## src/rtl/vga_timing_gen.sv

```systemverilog
// vga_timing_gen: parametrised raster timing generator.
//
// The h/v counters advance one pixel on each clk edge where pix_ce is high.
// Every output is registered and decoded from the position the counters move
// to on that same edge, so all outputs describe the current position with no
// extra latency and stay aligned with one another.
//
// Optional prefetch: define VGA_TIMING_PREFETCH_EN. fetch_* then decode the
// position one pixel period ahead of the current position. Without the macro,
// fetch_* are tied to 0 and no prefetch logic is built.
//
// Ports:
//   clk          system clock
//   rst          synchronous, active-high reset
//   pix_ce       pixel clock enable; one pixel per clk while high
//   hsync/vsync  sync pulses, active level set by HSYNC_POL/VSYNC_POL
//   video_on     current position is inside the active area
//   pixel_x/y    active column/row, 0 outside the active columns/rows
//   line_start   current position has h == 0
//   frame_start  current position is (0,0)
//   fetch_x/y    prefetch column/row (one pixel ahead)
//   fetch_valid  prefetch position is inside the active area
module vga_timing_gen #(
  parameter int H_ACTIVE  = 640,
  parameter int H_FP      = 16,
  parameter int H_SYNC    = 96,
  parameter int H_BP      = 48,
  parameter int V_ACTIVE  = 480,
  parameter int V_FP      = 10,
  parameter int V_SYNC    = 2,
  parameter int V_BP      = 33,
  parameter int HSYNC_POL = 0,
  parameter int VSYNC_POL = 0,
  parameter int CNT_W     = 10
) (
  input  logic             clk,
  input  logic             rst,
  input  logic             pix_ce,
  output logic             hsync,
  output logic             vsync,
  output logic             video_on,
  output logic [CNT_W-1:0] pixel_x,
  output logic [CNT_W-1:0] pixel_y,
  output logic             line_start,
  output logic             frame_start,
  output logic [CNT_W-1:0] fetch_x,
  output logic [CNT_W-1:0] fetch_y,
  output logic             fetch_valid
);

  localparam int H_TOTAL = H_ACTIVE + H_FP + H_SYNC + H_BP;
  localparam int V_TOTAL = V_ACTIVE + V_FP + V_SYNC + V_BP;

  localparam logic [CNT_W-1:0] H_LAST  = CNT_W'(H_TOTAL - 1);
  localparam logic [CNT_W-1:0] V_LAST  = CNT_W'(V_TOTAL - 1);
  localparam logic [CNT_W-1:0] H_ACT   = CNT_W'(H_ACTIVE);
  localparam logic [CNT_W-1:0] V_ACT   = CNT_W'(V_ACTIVE);
  // Sync windows are stored as inclusive first/last so that a window ending
  // exactly at 2^CNT_W does not truncate to zero.
  localparam logic [CNT_W-1:0] HS_FIRST = CNT_W'(H_ACTIVE + H_FP);
  localparam logic [CNT_W-1:0] HS_LAST  = CNT_W'(H_ACTIVE + H_FP + H_SYNC - 1);
  localparam logic [CNT_W-1:0] VS_FIRST = CNT_W'(V_ACTIVE + V_FP);
  localparam logic [CNT_W-1:0] VS_LAST  = CNT_W'(V_ACTIVE + V_FP + V_SYNC - 1);
  localparam logic HS_ON = (HSYNC_POL != 0);
  localparam logic VS_ON = (VSYNC_POL != 0);

  logic [CNT_W-1:0] h, v;
  logic [CNT_W-1:0] h_nxt, v_nxt;

  // Next raster position after (hh,vv); v moves only when h wraps.
  function automatic logic [2*CNT_W-1:0] next_pos(input logic [CNT_W-1:0] hh,
                                                  input logic [CNT_W-1:0] vv);
    logic [CNT_W-1:0] hn, vn;
    if (hh == H_LAST) begin
      hn = '0;
      vn = (vv == V_LAST) ? '0 : vv + CNT_W'(1);
    end else begin
      hn = hh + CNT_W'(1);
      vn = vv;
    end
    return {hn, vn};
  endfunction

  always_comb begin
    {h_nxt, v_nxt} = next_pos(h, v);
  end

  always_ff @(posedge clk) begin
    if (rst) begin
      h           <= H_LAST;
      v           <= V_LAST;
      hsync       <= ~HS_ON;
      vsync       <= ~VS_ON;
      video_on    <= 1'b0;
      pixel_x     <= '0;
      pixel_y     <= '0;
      line_start  <= 1'b0;
      frame_start <= 1'b0;
    end else if (pix_ce) begin
      h           <= h_nxt;
      v           <= v_nxt;
      hsync       <= (h_nxt >= HS_FIRST && h_nxt <= HS_LAST) ? HS_ON : ~HS_ON;
      vsync       <= (v_nxt >= VS_FIRST && v_nxt <= VS_LAST) ? VS_ON : ~VS_ON;
      video_on    <= (h_nxt < H_ACT) && (v_nxt < V_ACT);
      pixel_x     <= (h_nxt < H_ACT) ? h_nxt : '0;
      pixel_y     <= (v_nxt < V_ACT) ? v_nxt : '0;
      line_start  <= (h_nxt == '0);
      frame_start <= (h_nxt == '0) && (v_nxt == '0);
    end
  end

`ifdef VGA_TIMING_PREFETCH_EN
  logic [CNT_W-1:0] fh, fv;

  always_comb begin
    {fh, fv} = next_pos(h_nxt, v_nxt);
  end

  // Updated only on pix_ce so that, out of reset, fetch_* stay 0 until the
  // first pixel rather than showing the lookahead of the reset position.
  always_ff @(posedge clk) begin
    if (rst) begin
      fetch_x     <= '0;
      fetch_y     <= '0;
      fetch_valid <= 1'b0;
    end else if (pix_ce) begin
      fetch_x     <= (fh < H_ACT) ? fh : '0;
      fetch_y     <= (fv < V_ACT) ? fv : '0;
      fetch_valid <= (fh < H_ACT) && (fv < V_ACT);
    end
  end
`else
  assign fetch_x     = '0;
  assign fetch_y     = '0;
  assign fetch_valid = 1'b0;
`endif

endmodule

```

## config.mk

```make
export PLATFORM = sky130hd
export DESIGN_NAME = vga_timing_gen
export DESIGN_NICKNAME = d
export VERILOG_FILES = /design/src/rtl/vga_timing_gen.sv
export SDC_FILE = /design/constraint.sdc
export NUM_CORES = 1
export LEC_CHECK = 0
export BUFFER_PORTS_ARGS = -buffer_cell sky130_fd_sc_hd__buf_2
export CELL_PAD_IN_SITES_DETAIL_PLACEMENT = 0
export CELL_PAD_IN_SITES_GLOBAL_PLACEMENT = 1
export CORE_ASPECT_RATIO = 1.4
export CORE_MARGIN = 1
export CORE_UTILIZATION = 40
export DETAILED_ROUTE_END_ITERATION = 8
export GPL_ROUTABILITY_DRIVEN = 0
export PLACE_DENSITY_LB_ADDON = 0.1
export SYNTH_ARGS = -nofsm -noshare
export SYNTH_HDL_FRONTEND = slang
export SYNTH_SLANG_ARGS = --single-unit
```

## constraint.sdc

```tcl
create_clock -name clk -period 2.6 [get_ports clk]
set_input_delay 0 -clock clk [delete_from_list [all_inputs] [get_ports clk]]
set_output_delay 0 -clock clk [all_outputs]
set_load 0.02 [all_outputs]
```

==> results of run 1 <==
-- routing by layer --
| metal | wire length [um] | up-vias | share of wire [%] | global-route usage [%] |
|---|---|---|---|---|
| li1 | - | 1160 | - | - |
| met1 | 2940 | 1093 | 45 | 24.2 |
| met2 | 3240 | 53 | 50 | 33.4 |
| met3 | 196 | 11 | 3.0 | 3.30 |
| met4 | 109 | 0 | 1.7 | 6.18 |
| met5 | 0 | - | 0 | 0 |
-- per-stage QoR --
stage	instance area, um2	util (%)	hold slack [ns]	power, W
floorplan	2860	-	0.344	0.00126
global placement	2950	44.2	0.377	0.00138
detailed placement	2950	44.2	0.372	0.00138
CTS	3060	45.9	0.0471	0.00194
global route	3060	46.0	0.0837	0.00203
finish	3060	46.0	0.0605	0.00191
-- area by class of cell --
type / count / area (um2) / share of cell area, %
multi-input cells: 251 / 1670 / 54.7
inverters: 6 / 22.5 / 0.735
clock buffers: 5 / 68.8 / 2.25
clock inverters: 3 / 43.8 / 1.43
repair buffers: 39 / 238 / 7.76
well taps: 92 / 115 / 3.76
flip-flops and latches: 45 / 901 / 29.4
-- layout by cell type (no fill, tap or decap), types with 4 or more instances in the layout --
cell,synthesis,final
sky130_fd_sc_hd__nor2_1,21,21
sky130_fd_sc_hd__buf_2,5,27
sky130_fd_sc_hd__xnor2_1,5,5
sky130_fd_sc_hd__inv_1,6,6
sky130_fd_sc_hd__ha_1,4,4
sky130_fd_sc_hd__buf_4,21,11
sky130_fd_sc_hd__dfxtp_1,45,45
sky130_fd_sc_hd__a211o_1,4,4
sky130_fd_sc_hd__nor2b_1,5,5
sky130_fd_sc_hd__nand3_1,18,17
sky130_fd_sc_hd__o21ai_1,5,5
sky130_fd_sc_hd__nand2_1,26,26
sky130_fd_sc_hd__clkbuf_8,0,5
sky130_fd_sc_hd__o41ai_2,5,5
sky130_fd_sc_hd__nand4_1,9,9
sky130_fd_sc_hd__and3_1,4,4
sky130_fd_sc_hd__conb_1,1,21
sky130_fd_sc_hd__nor3_1,9,9
sky130_fd_sc_hd__nand2b_1,17,17
sky130_fd_sc_hd__nand3b_1,4,4
sky130_fd_sc_hd__a21oi_1,22,22
sky130_fd_sc_hd__or3b_2,7,7
sky130_fd_sc_hd__xor2_1,10,10
-- worst max-delay path, delay by kind of cell, from the launching register on --
| family | cells | cell delay, ns |
|---|---|---|
| adder cells (fa/ha/maj) | 1 | 0.14 |
| AND/OR/NAND/NOR | 2 | 0.90 |
| buffers and inverters | 2 | 0.34 |
| AO/OA/AOI/OAI | 2 | 0.50 |
| flip-flops | 1 | 0.44 |
-- flip-flops by register name, summed over array words and instances, names as in the netlist --
register / flops
pixel_y: 10
hsync: 1
vsync: 1
v: 10
h: 10
pixel_x: 10
video_on: 1
frame_start: 1
line_start: 1
-- worst min path at each step --
stage,from,endpoint,slack (ns)
floorplan,pixel_y[9],pixel_y[9],0.34
global placement,pix_ce,h[2],0.38
detailed placement,pix_ce,h[2],0.37
CTS,pix_ce,h[2],0.05
global route,pix_ce,h[2],0.08
finish,pix_ce,h[2],0.06
-- power groups by stage --
stage                     combinational, W  sequential, W  clock [W]
final                             0.000568       0.000795   0.000546
after global routing              0.000630       0.000803   0.000595
after CTS                         0.000570       0.000795   0.000575
after detailed placement          0.000568       0.000810          0
after global placement            0.000568       0.000810          0
after floorplan                   0.000453       0.000805          0
-- logic make-up (layout without fill, tap and decap cells) --
family	Yosys count	after routing	synth area share (%)
and+or+nand+nor	144	144	31.1
AOI/OAI and AO/OA	64	64	18.1
buffers and inverters	50	53	10.5
DFF	45	45	32.3
xor gates and xnor gates	16	16	5.30
adders and majority gates	4	4	1.80
muxes	2	2	0.763
other	1	21	0.135
==> results by group, run 1 <==
Timing
  – Worst relative slew slack: around 66%
  – Number of failing setup endpoints in the final timing report: 0
  – Setup TNS Final: 0 ns
  – Setup repair after global routing missed its margin: no
  – Number of hold violations in the final report: 0
  – Period Utilization, post-route: about 93%
  – Pins Over Slew Limit: 0
  – Worst Clk Skew: 0.0169 ns
  – Transition time at the pin with the least slew margin: slightly above 0.5 ns
  – Final period demand of the worst path: between 2 and 2.5 ns
  – Final critical-path setup slack: ~0.18 ns
  – Top achievable clock speed: between 400 and 500 MHz

Setup path
  – Sort of element at the end of the critical path: flop
  – Worst stage delay on the critical path: between 0.5 and 0.6 ns
  – Worst EP required: 2.80 ns
  – Worst EP arrival: between 2 and 3 ns
  – Critical path, cell by cell: inv_1 > ha_1 > or4bb_1 > nor3_4 > a21oi_1 > buf_4 > o41ai_1
  – Kind of critical path: flop to flop
  – Critical Path Fanout Max: 12
  – Worst path slowest cell: sky130_fd_sc_hd__or4bb_1
  – Crit. Startpoint: v[0]
  – Crit path capture: frame_start
  – Critical Path Start Type: flop
  – Number of cell instances on the worst register-to-register path: 7
  – Startpoint of the lowest-slack register-to-register path: v[0]
  – R2R Setup Slk: between 0.15 and 0.2 ns
  – RR Endpoint: frame_start

Global routing
  – Initial antenna violation count: 0
  – Residual overflow from global routing: 0
  – Wire length of the first global-routing pass: 11.0 mm
  – Vias in the first global route: 2207
  – GRT Overall Usage: 19.3%
  – Maximum number of pins on one net before global-route repair: 36

Outcome
  – Result of the run: complete, no violations

Detailed routing
  – Violation count after the first detailed-routing iteration: 95
  – Aggregate routed wire length: about 6.5 mm
  – Average wire per cell in the routed design: 14.7 um
  – DRC viols: 0
  – Number of vias after detailed routing: roughly 2300
  – Drt pass-1 iters: 4
  – Number of antenna-violating nets in the routed design: 0
  – Vias per inst: 5.25

Finish
  – Final nets: about 360
  – Non-filler cells, final: 441
  – Synthesis-to-layout area growth: 9.92%
  – Number of fill cells: ~710
  – Share of post-route cells with drive strength above 1: between 20% and 30%
  – Number of inserted diodes: 0

Placement
  – Placed cell count: 433
  – Final HPWL DP: between 4 and 5 mm
  – Pre-CTS setup slack: between 0.1 and 0.15 ns
  – IO Port Bufs: 27

Logic synthesis
  – Top cells by count, synth: 45 x sky130_fd_sc_hd__dfxtp_1, 26 x sky130_fd_sc_hd__nand2_1, 22 x sky130_fd_sc_hd__a21oi_1, 21 x sky130_fd_sc_hd__buf_4, 21 x sky130_fd_sc_hd__nor2_1
  – Cell type with the highest aggregate area in the netlist: sky130_fd_sc_hd__dfxtp_1
  – Sequential-to-total area share from yosys stat: 32.3%
  – Area contributors post-synth: sky130_fd_sc_hd__dfxtp_1 32%, sky130_fd_sc_hd__buf_4 5.7%, sky130_fd_sc_hd__a21oi_1 4.0%
  – Cell with the most instances after synthesis: sky130_fd_sc_hd__dfxtp_1
  – Number of different library cells in the post-synthesis netlist: 62
  – Flops & latches, synth: between 40 and 50
  – Number of synthesized flops with an enable pin: 0
  – Total standard cell area after synthesis: 2790 um2
  – Number of synthesis warnings: 0
  – Share of the synthesized area in the top cell type: ~32%
  – Async set-reset flop share out of synthesis: 0%
  – Cells after synthesis: roughly 330
  – Synthesized area per cell: 8.55 um2
  – Most frequently used flop master after synthesis: sky130_fd_sc_hd__dfxtp_1

Clock tree
  – Number of H-tree levels: 2
  – Clock latency at the later pin of the worst-skew pair: approximately 0.30 ns
  – CTS Buf Count: 5
  – CTS tree: yes
  – Register clock-pin slew on the reported worst setup and hold paths: roughly 0.09 ns
  – Root buffer cell: sky130_fd_sc_hd__clkbuf_8
  – Setup fix buffers added after clock tree synthesis: 0
  – Number of gates resized after CTS: 0
  – Maximum clock path buffer count: 2
  – Num Clock Sinks: 45
  – Hold buffers post-CTS: 0

Run
  – Max cap viols: 0

Hold path
  – Hold depth: 4
  – Hold Path Class: input pin to flop

Floorplan
  – Core Footprint: between 6000 and 7000 um2
  – # IOs: 49
  – Chip height: between 100 and 150 um
  – FP Rows: 35
  – Starting Density: 41.9%
  – Horizontal die dimension: slightly above 70 um
  – Die ar.: ~7300 um2

Pwr
  – Power spent charging and discharging nets: 0.000684 W
  – Clock share of power: between 20 and 30%
  – Leakage power of the design: 1.25 nW
  – Largest vdd supply drop: between 0.2 and 0.3 mV
  – Total power per unit cell area: just over 600 nW/um2
  – Combinational group share of total power: between 20% and 30%
  – Switching power as a share of total power: between 30 and 40%
  – Proportion of power drawn by flip-flops and latches: between 40% and 50%
  – Cell-internal power: about 0.0012 W
(Power assumes the default switching activity.)
==> run 2: changes to the inputs <==
--- a/config.mk
+++ b/config.mk
@@ -12,4 +12,5 @@
 export CORE_MARGIN = 1
 export CORE_UTILIZATION = 40
+export CTS_CLUSTER_SIZE = 8
 export DETAILED_ROUTE_END_ITERATION = 8
 export GPL_ROUTABILITY_DRIVEN = 0
==> constraint.sdc (replaced) <==
create_clock -name clk -period 2.6 [get_ports clk]
set_input_delay 0.26 -clock clk [delete_from_list [all_inputs] [get_ports clk]]
set_output_delay 0.26 -clock clk [all_outputs]
set_load 0.02 [all_outputs]
==> results by group, run 2 (synthesized netlist as in run 1, its figures left out) <==
Timing
  – Final period demand of the worst path: 2.40 ns
  – Transition time at the pin with the least slew margin: 0.540 ns
  – Worst relative slew slack: a little under two thirds
  – Period Utilization, post-route: between 90% and 100%
  – Final critical-path setup slack: slightly below 0.2 ns
  – Worst Clk Skew: 0.0135 ns
  – Number of failing setup endpoints in the final timing report: 0
  – Number of hold violations in the final report: 0
  – Pins Over Slew Limit: 0
  – Setup repair after global routing missed its margin: no
  – Setup TNS Final: 0 ns
  – Top achievable clock speed: around 420 MHz

Global routing
  – GRT Overall Usage: 19.0%
  – Vias in the first global route: roughly 2200
  – Wire length of the first global-routing pass: approximately 11 mm
  – Initial antenna violation count: 0
  – Maximum number of pins on one net before global-route repair: 36
  – Residual overflow from global routing: 0

Clock tree
  – Hold buffers post-CTS: 0
  – Number of H-tree levels: 2
  – CTS Buf Count: 5
  – Register clock-pin slew on the reported worst setup and hold paths: 0.10 ns
  – Num Clock Sinks: 45
  – Root buffer cell: sky130_fd_sc_hd__clkbuf_8
  – CTS tree: yes
  – Maximum clock path buffer count: 2
  – Clock latency at the later pin of the worst-skew pair: 0.31 ns

Placement
  – Placed cell count: between 400 and 500
  – Final HPWL DP: ~4.6 mm
  – IO Port Bufs: 27
  – Pre-CTS setup slack: about 0.20 ns

Pwr
  – Largest vdd supply drop: 0.257 mV
  – Proportion of power drawn by flip-flops and latches: 43.7%
  – Leakage power of the design: about 1.2 nW
  – Switching power as a share of total power: between 30% and 40%
  – Clock share of power: between 20% and 30%
  – Total power per unit cell area: between 500 and 600 nW/um2
  – Cell-internal power: roughly 0.0011 W
  – Power spent charging and discharging nets: ~0.00069 W
  – Combinational group share of total power: around 31%

Finish
  – Non-filler cells, final: about 440
  – Number of fill cells: between 700 and 800
  – Number of inserted diodes: 0
  – Area of combinational cells with multiple inputs: between 1500 and 2000 um2
  – Synthesis-to-layout area growth: 9.12%
  – Most common cell after layout, fill and taps aside: sky130_fd_sc_hd__dfxtp_1
  – Core Util, Final: between 40 and 50%
  – Commonest non-fill, non-tap cells in the layout: 45 x sky130_fd_sc_hd__dfxtp_1, 27 x sky130_fd_sc_hd__buf_2, 26 x sky130_fd_sc_hd__nand2_1
  – FF+latch area: around 900 um2
  – Share of post-route cells with drive strength above 1: a little over a fifth
  – Final nets: 355

Floorplan
  – FP Rows: 35
  – # IOs: between 40 and 50
  – Starting Density: 41.9%
  – Die ar.: around 7300 um2
  – Horizontal die dimension: about 73 um
  – Chip height: about 100 um
  – Core Footprint: 6660 um2

Hold path
  – Hold depth: 2
  – Hold-critical path endpoint: v[4]
  – Hold Crit Start: pix_ce
  – Hold Path Class: input pin to flop

Setup path
  – Startpoint of the lowest-slack register-to-register path: h[0]
  – Worst EP arrival: 2.58 ns
  – Kind of critical path: flop to flop
  – Critical Path Start Type: flop
  – Sort of element at the end of the critical path: flop
  – R2R Setup Slk: just under 0.2 ns
  – Number of cell instances on the worst register-to-register path: 8
  – Critical Path Fanout Max: 11
  – Worst EP required: 2.78 ns
  – RR Endpoint: vsync

Run
  – Max cap viols: 0

Detailed routing
  – Average wire per cell in the routed design: 14.7 um
  – Vias per inst: 5.25
  – Drt pass-1 iters: 4
  – Aggregate routed wire length: 6.47 mm
  – Violation count after the first detailed-routing iteration: 132
  – Number of antenna-violating nets in the routed design: 0
  – DRC viols: 0
  – Number of vias after detailed routing: 2314

Outcome
  – Result of the run: complete, no violations
-- run 2: changes by cell type in the layout (fill, tap and decap cells not counted) --
| cell | previous run | this run |
|---|---|---|
| sky130_fd_sc_hd__clkinvlp_4 | 0 | 1 |
| sky130_fd_sc_hd__bufinv_16 | 1 | 0 |
-- run 2: cell type report --
type	count	area share, %
multi-input combinational	251	55.1
sequential	45	29.6
timing repair buffer	39	7.82
tap	92	3.79
clock buffer	5	2.26
inverter	6	0.741
clock inverter	3	0.700
-- run 2: stage by stage --
stage	total power (W)	area (um2)	hold WS, ns
finish	0.00182	3040	0.321
CTS	0.00184	3040	0.322
global route	0.00193	3040	0.337
floorplan	0.00126	2860	0.516
detailed placement	0.00137	2950	0.432
global placement	0.00138	2950	0.441
-- run 2: how the worst max path moves through the flow --
stage,start,endpoint,slack (ns)
after floorplan,v[0],v[9],0.36
after global placement,v[0],pixel_y[0],0.23
after detailed placement,h[0],frame_start,0.20
after CTS,h[0],frame_start,0.17
after global routing,h[0],pixel_y[0],0.004
final,h[0],vsync,0.20
-- run 2: power groups by stage --
stage	clock network, W	logic (W)	registers [W]
floorplan	0	0.000453	0.000805
global placement	0	0.000567	0.000810
detailed placement	0	0.000564	0.000811
CTS	0.000473	0.000568	0.000795
global route	0.000499	0.000626	0.000804
finish	0.000453	0.000570	0.000794
-- run 2: critical path, cell delays in order, from the launching register on --
cell,delay [ns]
sky130_fd_sc_hd__dfxtp_1,0.42
sky130_fd_sc_hd__ha_1,0.31
sky130_fd_sc_hd__and4_1,0.31
sky130_fd_sc_hd__nand4_1,0.13
sky130_fd_sc_hd__xnor2_1,0.36
sky130_fd_sc_hd__nand2_1,0.16
sky130_fd_sc_hd__nor4b_4,0.32
sky130_fd_sc_hd__buf_12,0.18
sky130_fd_sc_hd__a31oi_1,0.08
-- run 2: repair_timing --
action,in CTS,in global routing
endpoints found under the setup margin,0,1
resized for setup,0,1
hold endpoints to repair,0,0
buffers inserted,0,0
-- run 2: per-layer routing --
layer	vias to the layer above	track usage, %	wire length, um
met2	52	33.6	3260
met1	1095	23.4	2890
met5	-	0	0
li1	1159	-	-
met4	0	6.18	109
met3	8	2.40	211
==> run 3: changes to the inputs <==
RECOVER_POWER = 50   (was default)
==> results by group, run 3 (synthesized netlist as in run 1, its figures left out) <==
Run
  – Max cap viols: 0

Detailed routing
  – Violation count after the first detailed-routing iteration: about 130
  – Vias per inst: ~5.2
  – Number of vias after detailed routing: 2303
  – Number of antenna-violating nets in the routed design: 0
  – Drt pass-1 iters: 4
  – DRC viols: 0
  – Average wire per cell in the routed design: between 10 and 15 um
  – Aggregate routed wire length: between 6 and 7 mm

Setup path
  – Critical Path Fanout Max: 11
  – Kind of critical path: flop to flop
  – Worst EP arrival: approximately 2.6 ns
  – Sort of element at the end of the critical path: flop
  – Critical Path Start Type: flop
  – Worst EP required: between 2 and 3 ns

Clock tree
  – CTS tree: yes
  – CTS Buf Count: 5
  – Root buffer cell: sky130_fd_sc_hd__clkbuf_8
  – Maximum clock path buffer count: 2
  – Register clock-pin slew on the reported worst setup and hold paths: 0.10 ns
  – Clock latency at the later pin of the worst-skew pair: between 0.3 and 0.4 ns
  – Number of H-tree levels: 2
  – Setup fix buffers added after clock tree synthesis: 0
  – Num Clock Sinks: between 40 and 50

Placement
  – Final HPWL DP: 4.65 mm
  – IO Port Bufs: 27

Timing
  – Setup TNS Final: 0 ns
  – Number of failing setup endpoints in the final timing report: 0
  – Number of hold violations in the final report: 0
  – Pins Over Slew Limit: 0
  – Worst hold slack after final layout: 0.432 ns
  – Worst relative slew slack: between 10% and 20%
  – Transition time at the pin with the least slew margin: between 1 and 1.5 ns
  – Final period demand of the worst path: between 2 and 2.5 ns
  – Setup repair after global routing missed its margin: no
  – Period Utilization, post-route: 92.3%
  – Worst Clk Skew: 0.0132 ns
  – Top achievable clock speed: around 420 MHz

Pwr
  – Cell-internal power: 0.00112 W
  – Switching power as a share of total power: between 30% and 40%
  – Largest vdd supply drop: 0.259 mV
  – Combinational group share of total power: between 30% and 40%
  – Power spent charging and discharging nets: 0.000690 W
  – Clock share of power: approximately a quarter
  – Leakage power of the design: between 1 and 1.5 nW
  – Proportion of power drawn by flip-flops and latches: a little over two fifths
  – Total power per unit cell area: 603 nW/um2

Floorplan
  – Core Footprint: ~6700 um2
  – # IOs: 49
  – Die ar.: approximately 7300 um2
  – Starting Density: 41.9%
  – Chip height: just over 100 um
  – FP Rows: 35
  – Horizontal die dimension: just over 70 um

Finish
  – Most common cell after layout, fill and taps aside: sky130_fd_sc_hd__dfxtp_1
  – Number of fill cells: 712
  – Share of post-route cells with drive strength above 1: 13.5%
  – Area of combinational cells with multiple inputs: around 1700 um2
  – Final nets: between 300 and 400
  – Number of inserted diodes: 0
  – FF+latch area: approximately 900 um2
  – Core Util, Final: a little under half
  – Synthesis-to-layout area growth: 7.81%
  – Commonest non-fill, non-tap cells in the layout: 45 x sky130_fd_sc_hd__dfxtp_1, 27 x sky130_fd_sc_hd__clkbuf_1, 26 x sky130_fd_sc_hd__nand2_1

Global routing
  – Wire length of the first global-routing pass: about 11 mm
  – Initial antenna violation count: 0
  – GRT Overall Usage: 19.0%
  – Maximum number of pins on one net before global-route repair: 36
  – Vias in the first global route: 2175
  – Residual overflow from global routing: 0

Hold path
  – Hold Path Class: input pin to flop

Outcome
  – Result of the run: complete, no violations
run 3: through the flow:
step / total power, W / cell area, um2 / cells / setup WS (ns)
global route: 0.00192 / 3000 / 441 / 0.0101
finish: 0.00181 / 3000 / 441 / 0.201
global placement: 0.00138 / 2950 / 433 / 0.233
CTS: 0.00184 / 3040 / 441 / 0.170
detailed placement: 0.00137 / 2950 / 433 / 0.204
floorplan: 0.00126 / 2860 / 346 / 0.364
run 3: routing by layer:
metal / up-vias / wire length, um / GRT usage, %
met5: - / 0 / 0
met4: 0 / 109 / 6.18
met3: 8 / 196 / 2.40
met2: 51 / 3250 / 33.6
met1: 1084 / 2920 / 23.4
li1: 1160 / - / -
run 3: final timing paths:
path,slack [ns],cells after the start,endpoint,start
max,0.20,8,vsync,h[0]
min,0.43,2,h[6],rst
max reg2reg,0.20,8,vsync,h[0]
min reg2reg,0.45,2,line_start,line_start
run 3: area by class of cell:
type / count / area share (%)
multi-input combinational: 251 / 55.7
sequential: 45 / 30.0
timing repair buffer: 39 / 6.71
tap: 92 / 3.83
clock buffer: 5 / 2.29
inverter: 6 / 0.750
clock inverter: 3 / 0.708
run 3: timing repair:
| action | 4_1_cts | 5_1_grt |
|---|---|---|
| hold buffers | 0 | 0 |
| setup endpoints to repair | 0 | 1 |
| gates resized for setup | 0 | 1 |
run 3: power groups by stage:
stage / Sequential [W] / Clock (W) / Combinational [W]
4_1_cts: 0.000795 / 0.000473 / 0.000568
6_report: 0.000795 / 0.000454 / 0.000563
2_1_floorplan: 0.000805 / 0 / 0.000453
5_1_grt: 0.000804 / 0.000499 / 0.000619
3_5_place_dp: 0.000811 / 0 / 0.000564
3_3_place_gp: 0.000810 / 0 / 0.000567
run 3: worst max-delay path, cell delays in order, from the launching register on:
cell,delay (ns)
sky130_fd_sc_hd__dfxtp_1,0.41
sky130_fd_sc_hd__ha_1,0.31
sky130_fd_sc_hd__and4_1,0.31
sky130_fd_sc_hd__nand4_1,0.13
sky130_fd_sc_hd__xnor2_1,0.35
sky130_fd_sc_hd__nand2_1,0.16
sky130_fd_sc_hd__nor4b_4,0.32
sky130_fd_sc_hd__buf_12,0.19
sky130_fd_sc_hd__a31oi_1,0.08
